### src/rtl/dm_arbiter.sv
// Two-port round-robin arbiter sharing dat_mem between the core (port 0) and the host loader (port 1).
// Grants are registered; the owner may lock for a burst bounded by MAXBURST while the other port waits.
module dm_arbiter #(
    parameter int D        = 8,
    parameter int W        = 8,
    parameter int MAXBURST = 16
) (
    input  logic         Clk,
    input  logic         Reset,
    input  logic         Req0,
    input  logic         We0,
    input  logic         Lock0,
    input  logic [D-1:0] Addr0,
    input  logic [W-1:0] Wdata0,
    output logic         Gnt0,
    output logic [W-1:0] Rdata0,
    output logic         Rvalid0,
    output logic         Stall0,
    input  logic         Req1,
    input  logic         We1,
    input  logic         Lock1,
    input  logic [D-1:0] Addr1,
    input  logic [W-1:0] Wdata1,
    output logic         Gnt1,
    output logic [W-1:0] Rdata1,
    output logic         Rvalid1,
    output logic [D-1:0] MemAddr,
    output logic         MemWe,
    output logic [W-1:0] MemWdata,
    input  logic [W-1:0] MemRdata
);
    typedef enum logic [1:0] {IDLE = 2'd0, OWN0 = 2'd1, OWN1 = 2'd2} state_t;

    localparam logic [8:0] BurstLimit = 9'(MAXBURST);

    state_t         stateR, stateS, otherS;
    logic           lastR, lastS;
    logic [7:0]     bcR, bcS, bcIncS;
    logic           gnt0R, gnt1R;
    logic           rvalid0R, rvalid1R;
    logic [W-1:0]   rdata0R, rdata1R;
    logic           reqOwnS, weOwnS, lockOwnS, reqOtherS;
    logic           releaseS, burstDoneS;
    logic           rdAcc0S, rdAcc1S;
    logic [D-1:0]   memAddrS;
    logic [W-1:0]   memWdataS;
    logic           memWeS;

    // Route the owning port onto the memory bus and pick out its control bits
    always_comb begin
        reqOwnS   = 1'b0;
        weOwnS    = 1'b0;
        lockOwnS  = 1'b0;
        reqOtherS = 1'b0;
        otherS    = IDLE;
        memAddrS  = {D{1'b0}};
        memWdataS = {W{1'b0}};
        case (stateR)
            OWN0: begin
                reqOwnS   = Req0;
                weOwnS    = We0;
                lockOwnS  = Lock0;
                reqOtherS = Req1;
                otherS    = OWN1;
                memAddrS  = Addr0;
                memWdataS = Wdata0;
            end
            OWN1: begin
                reqOwnS   = Req1;
                weOwnS    = We1;
                lockOwnS  = Lock1;
                reqOtherS = Req0;
                otherS    = OWN0;
                memAddrS  = Addr1;
                memWdataS = Wdata1;
            end
            default: otherS = IDLE;
        endcase
        memWeS = reqOwnS & weOwnS;
    end

    // Next owner, last-served pointer and saturating burst count
    always_comb begin
        stateS     = stateR;
        lastS      = lastR;
        bcS        = bcR;
        bcIncS     = ({1'b0, bcR} >= BurstLimit) ? bcR : bcR + 8'd1;
        burstDoneS = ({1'b0, bcR} + 9'd1) >= BurstLimit;
        releaseS   = ~reqOwnS | ~lockOwnS | (burstDoneS & reqOtherS);
        if (stateR == IDLE) begin
            bcS = 8'd0;
            if (Req0 & Req1) begin
                stateS = lastR ? OWN0 : OWN1;
            end else if (Req0) begin
                stateS = OWN0;
            end else if (Req1) begin
                stateS = OWN1;
            end else begin
                stateS = IDLE;
            end
        end else begin
            if (reqOwnS) begin
                bcS = bcIncS;
            end else begin
                bcS = bcR;
            end
            if (releaseS) begin
                lastS = (stateR == OWN1);
                if (reqOtherS) begin
                    stateS = otherS;
                    bcS    = 8'd0;
                end else if (reqOwnS & ~lockOwnS) begin
                    // unlocked requester with no competitor keeps the bus without a bubble
                    stateS = stateR;
                end else begin
                    stateS = IDLE;
                    bcS    = 8'd0;
                end
            end else begin
                stateS = stateR;
            end
        end
    end

    // Arbitration state and registered grants
    always_ff @(posedge Clk or negedge Reset) begin
        if (!Reset) begin
            stateR <= IDLE;
            lastR  <= 1'b1;
            bcR    <= 8'd0;
            gnt0R  <= 1'b0;
            gnt1R  <= 1'b0;
        end else begin
            stateR <= stateS;
            lastR  <= lastS;
            bcR    <= bcS;
            gnt0R  <= (stateS == OWN0);
            gnt1R  <= (stateS == OWN1);
        end
    end

    assign rdAcc0S = (stateR == OWN0) & Req0 & ~We0;
    assign rdAcc1S = (stateR == OWN1) & Req1 & ~We1;

    // Capture read data for the owner and pulse its valid for one cycle
    always_ff @(posedge Clk or negedge Reset) begin
        if (!Reset) begin
            rvalid0R <= 1'b0;
            rvalid1R <= 1'b0;
            rdata0R  <= {W{1'b0}};
            rdata1R  <= {W{1'b0}};
        end else begin
            rvalid0R <= rdAcc0S;
            rvalid1R <= rdAcc1S;
            if (rdAcc0S) begin
                rdata0R <= MemRdata;
            end else begin
                rdata0R <= rdata0R;
            end
            if (rdAcc1S) begin
                rdata1R <= MemRdata;
            end else begin
                rdata1R <= rdata1R;
            end
        end
    end

    assign Gnt0     = gnt0R;
    assign Gnt1     = gnt1R;
    assign Rvalid0  = rvalid0R;
    assign Rvalid1  = rvalid1R;
    assign Rdata0   = rdata0R;
    assign Rdata1   = rdata1R;
    assign Stall0   = Req0 & ~gnt0R;
    assign MemAddr  = memAddrS;
    assign MemWe    = memWeS;
    assign MemWdata = memWdataS;
endmodule
### config.mk
export PLATFORM = sky130hd
export DESIGN_NAME = dm_arbiter
export DESIGN_NICKNAME = d
export VERILOG_FILES = /design/src/rtl/dm_arbiter.sv
export SDC_FILE = /design/constraint.sdc
export NUM_CORES = 1
export LEC_CHECK = 0
export ABC_AREA = 1
export CAP_MARGIN = 20
export CELL_PAD_IN_SITES_DETAIL_PLACEMENT = 0
export CELL_PAD_IN_SITES_GLOBAL_PLACEMENT = 2
export CORE_ASPECT_RATIO = 0.5
export CORE_MARGIN = 2
export CORE_UTILIZATION = 21
export CTS_CLUSTER_DIAMETER = 60
export CTS_CLUSTER_SIZE = 24
export DETAILED_ROUTE_END_ITERATION = 7
export GPL_ROUTABILITY_DRIVEN = 1
export PLACE_DENSITY_LB_ADDON = 0.1
export SYNTH_ARGS = -nofsm -noshare
export SYNTH_HDL_FRONTEND = slang
export SYNTH_SLANG_ARGS = --single-unit
### constraint.sdc
create_clock -name Clk -period 2.03 [get_ports Clk]
set_input_delay 0.203 -clock Clk [delete_from_list [all_inputs] [get_ports Clk]]
set_output_delay 0.203 -clock Clk [all_outputs]
set_load 0.02 [all_outputs]
==> implementation parameters <==
Parameter                              Value

Run status
  Run status ... complete, no violations

Timing
  Final count of pins violating max slew ... 0
  Setup repair after global routing missed its margin ... no
  Total negative slack for setup checks ... 0 ns
  Total count of hold-check failures in the final report ... 0
  Worst slew margin ... 70.4%
  Final worst clock skew ... between 0.005 and 0.006 ns
  Post-layout worst setup margin ... 0.106 ns
  Final critical-path required period ... 1.92 ns
  Peak Freq ... 520 MHz
  Period utilisation layout ... about 95%
  Final count of negative-setup-slack endpoints ... 0
  Slew at the pin with the worst max-slew slack ... approximately 0.44 ns

Cells and area
  Growth of design area from synthesis to finish ... 69.7%
  Most common library cell in the layout ignoring fill and taps ... sky130_fd_sc_hd__nand2_1
  Final layout net count ... 401
  Fin area ... 3090 sq um
  Count of inserted antenna diode cells ... 0
  Highest-count cells in the layout ignoring fill and taps ... sky130_fd_sc_hd__nand2_1 (78), sky130_fd_sc_hd__clkdlybuf4s50_1 (68), sky130_fd_sc_hd__dfrtp_1 (30)
  Share of layout cells above drive strength 1 ... between 10% and 20%

Clocking
  Maximum buffer depth of the clock tree ... 2
  Latest clock arrival within the worst-skew pair ... between 0.2 and 0.3 ns
  CTS H-Tree Depth ... 2
  Number of hold-repair buffers added at the cts stage ... 0
  Clk sinks ... 31
  Cts bufs inserted ... 5
  CTS clock-pin slew for the worst setup and hold paths ... around 0.050 ns
  CTS Root Buffer Type ... sky130_fd_sc_hd__clkbuf_16
  CTS tree ... built

Floorplan
  Initial core utilization ... 22.2%
  Standard-cell row count ... 23
  Die area ... 9470 sq um
  Io pins ... 86
  Core area ... 8200 sq um
  Die height ... 69.8 um
  Width of the die ... 136 um

Setup path
  Delay of the slowest critical-path stage ... 0.35 ns
  Arrival time at the worst endpoint ... 1.72 ns
  Endpoint required time on the critical path ... approximately 1.8 ns
  Maximum fanout count along the critical path ... 14
  Setup crit start kind ... flop
  R2R cell count ... 9
  Critical-path cell list ... buf_4 > ha_2 > buf_4 > nand2_1 > a21oi_1 > dlygate4sd2_1
  Cell with the biggest individual delay on the critical path ... sky130_fd_sc_hd__dfrtp_1
  Crit path capture type ... output pin
  Cell with the most instances on the worst path ... sky130_fd_sc_hd__buf_4
  Type of the worst setup path ... flop to output pin

Job
  Max-cap violation count ... 0

Placed design
  I/O Buffers ... between 80 and 90
  Placer's final routability congestion estimate ... 0.799
  Detailed Place HPWL ... 4.38 mm
  Placement-stage worst setup slack ... 0.0235 ns
  Placed inst area ... approximately 2900 sq um

Logic synthesis
  Synth warn ... 0
  Number of instances in the synthesized netlist ... 247
  Fraction of the yosys area taken by sequential cells ... between 40% and 50%
  Mean cell area of the mapped netlist ... 7.37 sq um
  Post-Syn Area ... 1820 sq um
  Number of distinct library cells after synthesis ... 24
  Synthesized netlist net count ... around 300
  Synth Register Bits ... 31

Route
  WL per Instance ... about 12 um
  First-pass iteration count of the detailed router ... 4
  Vias per inst ... 4.13
  First-iteration detailed-routing DRC count ... 94
  Total via count in the routed design ... 1,895
  Routed WL ... 5.66 mm
  DR DRC count ... 0
  Antenna-violating nets left ... 0

Power
  Maximum vdd ir drop ... 0.000467 V
  Leakage dissipation ... ~0.0014 uW
  P per Cell Area ... 1220 nW/um^2

Global routing
  First-pass GRT wire length ... 9.20 mm
  Remaining global-route overflow ... 0
  Number of antenna violations at the first check in global routing ... 0
  Total routing usage reported by global routing ... between 10% and 20%
  Vias in the first global route ... between 1,500 and 2,000
  Pin count of the biggest net entering global routing ... 32

Hold path
  Class of the tightest hold or removal check ... input port to async pin
==> cell families after synthesis <==
kind of cell             synth area share, %
AO/OA/AOI/OAI                           14.0
XOR/XNOR                               0.482
adder cells (fa/ha/maj)                 4.81
buffers and inverters                   8.67
flip-flops                              42.7
AND/OR/NAND/NOR                         29.3
==> metal layers <==
| metal | GRT usage, % | vias up | wire length [um] |
|---|---|---|---|
| met5 | 0 | - | 0 |
| met4 | 4.28 | 0 | 114 |
| met2 | 19.5 | 65 | 2410 |
| met1 | 16.0 | 846 | 2740 |
| met3 | 3.00 | 11 | 392 |
| li1 | - | 973 | - |
==> path summary, 6_finish.rpt <==
| kind | slack, ns | endpoint | from |
|---|---|---|---|
| worst max register to register | 0.13 | bcR[0] | stateR[0] |
| worst min-delay path | 0.32 | bcR[1] | Reset |
| max in group asynchronous | 1.38 | lastR | Reset |
| worst max-delay path | 0.11 | MemWdata[3] | stateR[0] |
| worst min register to register | 0.49 | Rdata1[6] | Rdata1[6] |
| min in group Clk | 0.49 | Rdata1[6] | Rdata1[6] |
==> sequential cells by signal, indices dropped and copies added (netlist names) <==
signal / cells
Rvalid0: 1
Gnt0: 1
lastR: 1
Rvalid1: 1
Rdata0: 8
stateR: 2
bcR: 8
Gnt1: 1
Rdata1: 8
==> final cells by class <==
class / count / area (sq um)
tap: 112 / 140
clock inverter: 2 / 35.0
inverter: 33 / 128
multi-input combinational: 176 / 928
sequential: 31 / 777
clock buffer: 6 / 139
timing repair buffer: 99 / 941
fill: 857 / 5110
==> where the power goes <==
| part | switching (uW) | leakage (uW) | internal [uW] |
|---|---|---|---|
| sequential | 111 | 0.000403 | 818 |
| combinational | 1100 | 0.000939 | 878 |
| clock | 253 | 0.0000868 | 609 |
| total | 1460 | 0.00143 | 2310 |
==> per-stage QoR <==
stage | std cells | hold slack (ns) | util (%) | power, uW
2_1_floorplan | 247 | -0.0926 | - | 1910
3_3_place_gp | 449 | 0.470 | 35.0 | 2810
3_5_place_dp | 449 | 0.486 | 35.0 | 2830
4_1_cts | 458 | 0.343 | 37.1 | 3740
5_1_grt | 459 | 0.359 | 37.7 | 4040
6_report | 459 | 0.319 | 37.7 | 3770
==> cell usage after synthesis <==
master | number | area, sq um
sky130_fd_sc_hd__ha_1 | 7 | 87.6
sky130_fd_sc_hd__dfrtp_1 | 30 | 751
sky130_fd_sc_hd__o21ai_0 | 22 | 110
sky130_fd_sc_hd__nand2_2 | 4 | 25.0
sky130_fd_sc_hd__nand2_1 | 78 | 293
sky130_fd_sc_hd__inv_1 | 31 | 116
sky130_fd_sc_hd__a31oi_1 | 1 | 6.26
sky130_fd_sc_hd__nor2_1 | 19 | 71.3
sky130_fd_sc_hd__o31ai_2 | 1 | 12.5
sky130_fd_sc_hd__a21oi_1 | 21 | 105
sky130_fd_sc_hd__o22ai_1 | 2 | 12.5
sky130_fd_sc_hd__xor2_1 | 1 | 8.76
sky130_fd_sc_hd__inv_2 | 2 | 7.51
sky130_fd_sc_hd__clkbuf_1 | 5 | 18.8
sky130_fd_sc_hd__buf_4 | 2 | 15.0
sky130_fd_sc_hd__nand4_1 | 1 | 6.26
sky130_fd_sc_hd__nand3_1 | 9 | 45.0
sky130_fd_sc_hd__dfstp_2 | 1 | 26.3
sky130_fd_sc_hd__nor2_2 | 3 | 18.8
sky130_fd_sc_hd__nor2_8 | 1 | 20.0
sky130_fd_sc_hd__nand2_4 | 3 | 33.8
sky130_fd_sc_hd__nand3_2 | 1 | 10.0
sky130_fd_sc_hd__nor3_2 | 1 | 10.0
sky130_fd_sc_hd__o21ai_2 | 1 | 8.76
==> critical path: cells and delay by family (launching register included) <==
family	cells	cell delay [ns]
flops	1	0.35
simple gates	1	0.06
fa+ha+maj	1	0.19
buf+inv	3	0.69
compound gates	1	0.15
==> repair_timing <==
| action | in CTS | in global routing |
|---|---|---|
| pin swaps | 0 | 0 |
| setup buffers | 1 | 1 |
| gates resized for setup | 18 | 15 |
| setup endpoints to repair | 17 | 29 |
(Power assumes the default switching activity.)
